==> src/rtl/cbc_dec_feeder.sv <==
// cbc_dec_feeder: CBC chaining and credit-limited flow control in front of the
// non-stallable pipelined AES-128 decrypt core. Ciphertext enters over
// valid/ready, the chaining value is delayed to meet the core's XOR stage, and
// the core's output is captured into a first-word-fall-through FIFO.
module cbc_dec_feeder #(
  parameter int DATA_W     = 128,
  parameter int PIPE_LAT   = 12,
  parameter int VEC_LAT    = 11,
  parameter int FIFO_DEPTH = 16
) (
  input  logic              clk,
  input  logic              reset,
  input  logic              iv_load,
  input  logic [DATA_W-1:0] iv_in,
  input  logic              ct_valid,
  output logic              ct_ready,
  input  logic [DATA_W-1:0] ct_data,
  input  logic              ct_last,
  output logic [DATA_W-1:0] cipher_text,
  output logic [DATA_W-1:0] vector,
  input  logic [DATA_W-1:0] decrypted_plain_text,
  output logic              pt_valid,
  input  logic              pt_ready,
  output logic [DATA_W-1:0] pt_data,
  output logic              pt_last,
  output logic              busy
);

  localparam int CNT_W = $clog2(FIFO_DEPTH + 1);
  localparam int PTR_W = $clog2(FIFO_DEPTH);
  localparam logic [CNT_W:0]   CREDIT_MAX = (CNT_W + 1)'(FIFO_DEPTH);
  localparam logic [CNT_W-1:0] FULL_CNT   = CNT_W'(FIFO_DEPTH);

  typedef enum logic [1:0] {
    IDLE  = 2'd0,
    RUN   = 2'd1,
    DRAIN = 2'd2
  } state_t;

  state_t              state;
  logic [DATA_W-1:0]   chain;
  logic [DATA_W-1:0]   vec_pipe [VEC_LAT];
  logic [PIPE_LAT-1:0] vld_pipe;
  logic [PIPE_LAT-1:0] last_pipe;
  logic [CNT_W-1:0]    inflight;
  logic [CNT_W-1:0]    fifo_count;
  logic [CNT_W:0]      credit_used;
  logic [PTR_W-1:0]    wr_ptr;
  logic [PTR_W-1:0]    rd_ptr;
  logic [DATA_W:0]     fifo_mem [FIFO_DEPTH];
  logic                accept;
  logic                push;
  logic                pop;

  // Blocks in the core plus blocks buffered may never exceed the FIFO depth,
  // because the core cannot be stalled once a block has entered it.
  assign credit_used = {1'b0, inflight} + {1'b0, fifo_count};
  assign ct_ready    = (state == RUN) && (credit_used < CREDIT_MAX);
  assign accept      = ct_valid && ct_ready;
  assign push        = vld_pipe[PIPE_LAT-1];
  assign pt_valid    = (fifo_count != '0);
  assign pop         = pt_valid && pt_ready;
  assign pt_data     = fifo_mem[rd_ptr][DATA_W-1:0];
  assign pt_last     = fifo_mem[rd_ptr][DATA_W];
  assign vector      = vec_pipe[VEC_LAT-1];
  assign busy        = (state != IDLE);

  // Message FSM, chaining value and the ciphertext register feeding the core.
  always_ff @(posedge clk or negedge reset) begin
    if (!reset) begin
      state       <= IDLE;
      chain       <= '0;
      cipher_text <= '0;
    end else begin
      case (state)
        IDLE: begin
          if (iv_load) begin
            chain <= iv_in;
            state <= RUN;
          end
        end
        RUN: begin
          if (accept) begin
            cipher_text <= ct_data;
            chain       <= ct_data;
            if (ct_last) state <= DRAIN;
          end
        end
        DRAIN: begin
          if (inflight == '0 && fifo_count == '0) state <= IDLE;
        end
        default: state <= IDLE;
      endcase
    end
  end

  // Delay lines: chain value to the core's XOR stage, valid/last to the core output.
  always_ff @(posedge clk or negedge reset) begin
    if (!reset) begin
      for (int i = 0; i < VEC_LAT; i++) vec_pipe[i] <= '0;
      vld_pipe  <= '0;
      last_pipe <= '0;
    end else begin
      if (accept) vec_pipe[0] <= chain;
      for (int i = 1; i < VEC_LAT; i++) vec_pipe[i] <= vec_pipe[i-1];
      vld_pipe  <= {vld_pipe[PIPE_LAT-2:0], accept};
      last_pipe <= {last_pipe[PIPE_LAT-2:0], accept && ct_last};
    end
  end

  // In-flight and buffered block counters; coincident inc/dec cancel out.
  always_ff @(posedge clk or negedge reset) begin
    if (!reset) begin
      inflight   <= '0;
      fifo_count <= '0;
    end else begin
      case ({accept, push})
        2'b10:   inflight <= inflight + CNT_W'(1);
        2'b01:   inflight <= inflight - CNT_W'(1);
        default: inflight <= inflight;
      endcase
      case ({push, pop})
        2'b10:   fifo_count <= fifo_count + CNT_W'(1);
        2'b01:   fifo_count <= fifo_count - CNT_W'(1);
        default: fifo_count <= fifo_count;
      endcase
    end
  end

  // Output FIFO storage; pointers wrap naturally at the power-of-two depth.
  always_ff @(posedge clk or negedge reset) begin
    if (!reset) begin
      wr_ptr <= '0;
      rd_ptr <= '0;
      for (int i = 0; i < FIFO_DEPTH; i++) fifo_mem[i] <= '0;
    end else begin
      if (push) begin
        fifo_mem[wr_ptr] <= {last_pipe[PIPE_LAT-1], decrypted_plain_text};
        wr_ptr           <= wr_ptr + PTR_W'(1);
      end
      if (pop) rd_ptr <= rd_ptr + PTR_W'(1);
    end
  end

  // A push into a full FIFO means the credit accounting has been broken.
  a_no_overflow: assert property (@(posedge clk) disable iff (!reset)
                                  !(push && fifo_count == FULL_CNT));

endmodule

==> config.mk <==
export PLATFORM = sky130hd
export DESIGN_NAME = cbc_dec_feeder
export DESIGN_NICKNAME = d
export VERILOG_FILES = /design/src/rtl/cbc_dec_feeder.sv
export SDC_FILE = /design/constraint.sdc
export NUM_CORES = 2
export LEC_CHECK = 0
export ABC_AREA = 1
export BUFFER_PORTS_ARGS = -buffer_cell sky130_fd_sc_hd__buf_2
export CORE_ASPECT_RATIO = 1.5
export CORE_MARGIN = 8
export CORE_UTILIZATION = 45
export CTS_CLUSTER_SIZE = 24
export DETAILED_ROUTE_END_ITERATION = 10
export GPL_TIMING_DRIVEN = 1
export HOLD_SLACK_MARGIN = 0.02
export PLACE_DENSITY = 0.66
export RECOVER_POWER = 50
export SKIP_CTS_REPAIR_TIMING = 1
export SLEW_MARGIN = 20
export SYNTH_ARGS = -nofsm -noshare
export SYNTH_HDL_FRONTEND = slang
export SYNTH_SLANG_ARGS = --single-unit
==> constraint.sdc <==
create_clock -name clk -period 3.1 [get_ports clk]
set_input_delay 0.31 -clock clk [delete_from_list [all_inputs] [get_ports clk]]
set_output_delay 0.31 -clock clk [all_outputs]
set_load 0.01 [all_outputs]
Word-level counts from Yosys, hierarchy flattened:

Index checks and enable logic that the tools add are counted.

* bits in registers: 3772
* latch bits: 0
* bits in writable memories: 0
* ROM bits: 0
* input port bits: 390
* output and inout bits: 388
* word-level logic and storage cells: 92
* memories: 0

* add/subtract/negate cells: 7
* $mul: 0
* div/mod/pow operators: 0
* order comparisons: 4
* eq/ne operators: 10
* shift operators: 0
* mux-type cells: 16
* bitwise logic cells: 2
* reductions and logical operators: 17

Operators with widths (number)
* $bwmux 2064: 1
* $bmux 129 s4: 1
* $demux 129 s4: 1
* $mux 129: 3
* $mux 128: 2
* $pmux 128 s2: 1
* $pmux 5 s2: 2
* $add 5x1->5 const B: 2
* $ge 5x5->1 const B: 2
* $logic_not 5->1: 2
* $not 4->5: 2
* $sub 5x1->5 const B: 2
* $add 4x1->4 const B: 2
* $mux 2: 4
* $ne 2x2->1 const B: 4
* $reduce_bool 2->1: 4
* $add 5x5->6: 1
* $eq 2x1->1 const B: 3
* $eq 2x2->1 const B: 3
* $logic_and 1x1->1: 6
* $lt 6x5->1 const B: 1
* $pmux 2 s3: 1
* $lt 5x1->1 const B: 1
* $reduce_bool 5->1: 1
* other kinds (4): 4

Depth between registers and ports, before layout:

* depth in word-level cells: 6
* gate-level depth with buffers: 19
* mapped depth without buffers: 17

Worst setup path after synthesis:

No wires, ideal clock.

* kind: register to register
* from: register inflight[4]
* to: register inflight[3]
* setup time: 0.071 ns
* arrival: 2.622 ns
* required time: 3.029 ns
* path slack: 0.407 ns
* stages on the path, launching flop included: 15
* path buffers: 2
* clock period less this slack: 2.693 ns
* cell sequence: dfrtp_1 -> ha_1 -> nor4_4 -> nand3_2 -> buf_2 -> buf_2 -> ha_1 -> ha_1 -> nand2_1 -> inv_1 -> o21ai_0 -> nand2_1 -> o21ai_0 -> a21oi_1 -> nor2_1

* cells in the longest elaborated chain, start to end: 6
* elaborated cells on any way between the ends: 8
* classes of those cells: add/sub (1); order compare (1); eq/ne (2); mux (1); reduce/logical (3)

RTL lines
* from (decl): line 45 `logic [CNT_W-1:0] inflight;`
* from (signal assigned): line 118 `2'b10: inflight <= inflight + CNT_W'(1);`
* from (signal assigned): line 119 `2'b01: inflight <= inflight - CNT_W'(1);`
* from (signal assigned): line 120 `default: inflight <= inflight;`
* $add 5x5->6 (*): line 57 `assign credit_used = {1'b0, inflight} + {1'b0, fifo_count};`
* $lt 6x5->1 (*): line 58 `assign ct_ready = (state == RUN) && (credit_used < CREDIT_MAX);`
* $logic_and 1x1->1 (*): line 58
* $logic_and 1x1->1 (*): line 59 `assign accept = ct_valid && ct_ready;`
* $eq 2x1->1 or $eq 2x2->1 (tied branches): line 117 `case ({accept, push})`
* $pmux 5 s2 or $reduce_bool 2->1 (tied branches)

Mark *: on every way between the ends. The rest lies on a longest branch, timed or not.
A chain may end at the register's enable or synchronous reset.

Worst setup path after layout:

* from: register rd_ptr[0]
* to: output port pt_data[69]

* cells in the longest elaborated chain, start to end: 4

RTL lines
* from (decl): line 49 `logic [PTR_W-1:0] rd_ptr;`
* from (signal assigned): line 141 `if (pop) rd_ptr <= rd_ptr + PTR_W'(1);`
* $not 4->5 (not written as such): line 63 `assign pt_data = fifo_mem[rd_ptr][DATA_W-1:0];`
* $bmux 129 s4: line 63
* $mux 129 (2 in series)
* to (decl): line 24 `output logic [DATA_W-1:0] pt_data,`

Every way passes these cells. The select of a mux whose other input is x is not followed.

==> summary.txt <==
synthesis-to-layout area growth - 19.3%
final total power - 169 mW
Placed Cells incl. Taps - 18400
met1 Track Usage GR - 29.3%
most used routing layer - met2
synthesized cell area - 0.142 mm^2
flip-flop and latch count after synthesis - 3772
via density per instance - 5.41
die width - 474 um
Max Cap Viol - 11
M3 GR Usage - 4.42%
number of placement rows - 252
vias in the first global route - 103000
setup TNS - -19.35 ns
overall overflow remaining after global route - 0
largest clock skew in the final design - 0.108 ns
maximum clock path buffer count - 4
transition time of the tightest slew-check pin - 2.54 ns
count of pins over their slew limit - 648
total stage count of the critical path - 10
global-route wire length before repair - 609000 um
pin count of the biggest net entering global routing - 191
total global routing track utilization - 23.0%
largest voltage drop on the vdd net - 928 uV
final critical-path required period - 3.44 ns
initial cell density of the core - 45.2%
placed inst area - 0.150 mm^2
final design area excluding fillers - 0.169 mm^2
cell family contributing the most delay on the critical path - buffers and inverters
Die Footprint - 0.334 mm^2
chain of cells forming the critical path - buf_12 -> buf_12 -> clkbuf_16 -> buf_8 -> clkbuf_16 -> o21ai_2 -> o22ai_1 -> o211ai_1 -> nand2_1 -> buf_2
Setup crit start kind - flop
reg-to-reg setup timing slack - 0.40 ns
Detailed Route WL - 420000 um
number of library cell types mapped by synthesis - 28
Mapped Avg Cell Area - 9.92 um^2
ANT nets after route - 0
post-detailed-route wirelength per cell - 21.5 um
PortBufs - 777
worst hold slack across all endpoints - 0.176 ns
RSZ-0062 raised after global routing - true
CP Buf/Inv Count - 6
number of levels the H-tree was split into - 5
Mapped Nets - 14700
clk slew on worst S/H paths - 0.06 ns
count of placed standard cells in the final layout, fillers left out - 19600
CTS tree - yes
number of top-level pins - 778
vertical die dimension - 704 um
final period utilization - 111%
worst skew pair latency - 0.96 ns
Critical Path Sink - pt_data[69]
remaining max-slew budget at the tightest pin - -69.7%
Warnings, synthesis - 0
leakage power summed over all cells - 81.0 nW
pre-CTS setup slack - 0.0738 ns
post-synthesis cell count - 14300
CTS Buf Count - 356
slowest stage delay, CP - 0.53 ns
GRT met2 Usage - 39.1%
type of the setup path with the least slack - flop to primary output
number of failing hold endpoints at the final stage - 0
Layout Nets - 15500
Core Area - 0.314 mm^2
number of vias after detailed routing - 106000
Yosys top cell by area - sky130_fd_sc_hd__dfrtp_1
worst path arrival time - 3.13 ns
failing checks - capacitance limit, slew limit, setup timing
peak fanout along the critical path - 8
Detailed Routing Iterations Pass 1 - 8
FILL cells - 27000
Residual DRC - 0
Critical R2R Launch - inflight[4]
Synth area leaders - sky130_fd_sc_hd__dfrtp_1 67%, sky130_fd_sc_hd__o21ai_0 11%, sky130_fd_sc_hd__nand2_1 7.8%
number of setup violations in the final report - 126
initial antenna violation count - 30
worst hold path type - primary input to flop
R2R cell count - 10
fraction of the yosys area taken by sequential cells - 66.5%
gpl congestion - 0.816
highest clock rate - 291 MHz
area share of the leading cell type in the synthesized netlist - 66.5%
power density over the cells - 996 mW/mm^2
result of the run - complete, but fails checks
Post-Route Utilization - 53.9%
fraction of final layout cells with drive strength greater than 1 - 12.8%
root buffer cell - sky130_fd_sc_hd__clkbuf_16
CP endpoint kind - primary output
CP max stage cell - sky130_fd_sc_hd__dfrtp_4
post-DP HPWL - 240000 um
TritonCTS sink count - 3772
required time of the critical path - 2.79 ns
Starting DRT DRC Count - 8981
Final WS setup - -0.341 ns
worst flop-to-flop path endpoint - state[0]
startpoint of the most critical setup path - rd_ptr[0]
## sequential cells by signal, indices dropped and copies added, names as in the netlist
| register | flops |
|---|---|
| cipher_text | 128 |
| vld_pipe | 12 |
| vec_pipe | 1280 |
| state | 2 |
| fifo_count | 5 |
| inflight | 5 |
| fifo_mem | 2064 |
| chain | 128 |
| wr_ptr | 4 |
| rd_ptr | 4 |
| last_pipe | 12 |
| vector | 128 |
## report_power, final
group | internal (mW) | leakage [nW] | switching [mW]
combinational | 18.8 | 33.6 | 34.0
clock | 27.0 | 6.07 | 19.3
sequential | 62.7 | 41.3 | 6.76
total | 108 | 81.0 | 60.1
## Yosys cell counts, drive strengths merged
master	count
a21oi	520
buf	545
clkbuf	715
dfrtp	3772
fa	2
ha	17
inv	529
nand2	2956
nand3	317
nand4	2
nor2	1214
nor3	1
nor4	1
o211ai	128
o21ai	3252
o221ai	80
o22ai	241
or2	2
xnor2	4
xor2	8
## tightest hold or removal path, stage by stage
cell and delay, ns:
sky130_fd_sc_hd__dlygate4sd3_1 0.52, sky130_fd_sc_hd__buf_2 0.12, sky130_fd_sc_hd__nand2_1 0.05, sky130_fd_sc_hd__o21ai_0 0.05
## per-layer routing
metal  up-vias  wire length (um)
met5         -                51
met4         8             18600
met3       862             31000
met2      4087            206000
met1     52400            164000
li1      48500                 -
## placed cells by master, fill, tap and decap left out, drive strengths merged, types with 80 or more instances in the layout
cell,instances
a21oi,520
buf,1130
clkbuf,632
dfrtp,3772
dlygate4sd3,393
inv,538
nand2,2956
nand3,317
nor2,1214
o211ai,128
o21ai,3252
o221ai,80
o22ai,241
## cells by family after synthesis
kind of cell	share of synthesized area, %
simple gates	12.2
fa+ha+maj	0.178
buf+inv	5.47
xor+xnor	0.0741
flops	66.5
compound gates	15.5
## area by class of cell
cell class              instances  area (um^2)  share of cell area [%]
clock buffers                 502        10300                    6.11
inverters                     529         2070                    1.22
diodes                         17         42.5                  0.0251
flip-flops and latches       3772        94400                    55.8
clock inverters               143         2120                    1.25
repair buffers               1653        14500                    8.56
multi-input cells            8745        40400                    23.9
well taps                    4191         5240                    3.10
repair inverters                6         86.3                  0.0510
## how the worst min path moves through the flow
| stage | from | end | slack [ns] | cells past startpoint |
|---|---|---|---|---|
| detailed placement | reset | fifo_mem[1920] | 0.27 | 1 |
| CTS | reset | fifo_mem[1014] | -0.71 | 1 |
| floorplan | reset | chain[0] | 0.01 | 0 |
| global route | decrypted_plain_text[69] | fifo_mem[327] | 0.15 | 4 |
| finish | decrypted_plain_text[37] | fifo_mem[166] | 0.18 | 4 |
| global placement | reset | fifo_mem[1920] | 0.27 | 1 |
Power figures use the tool's default switching activity.
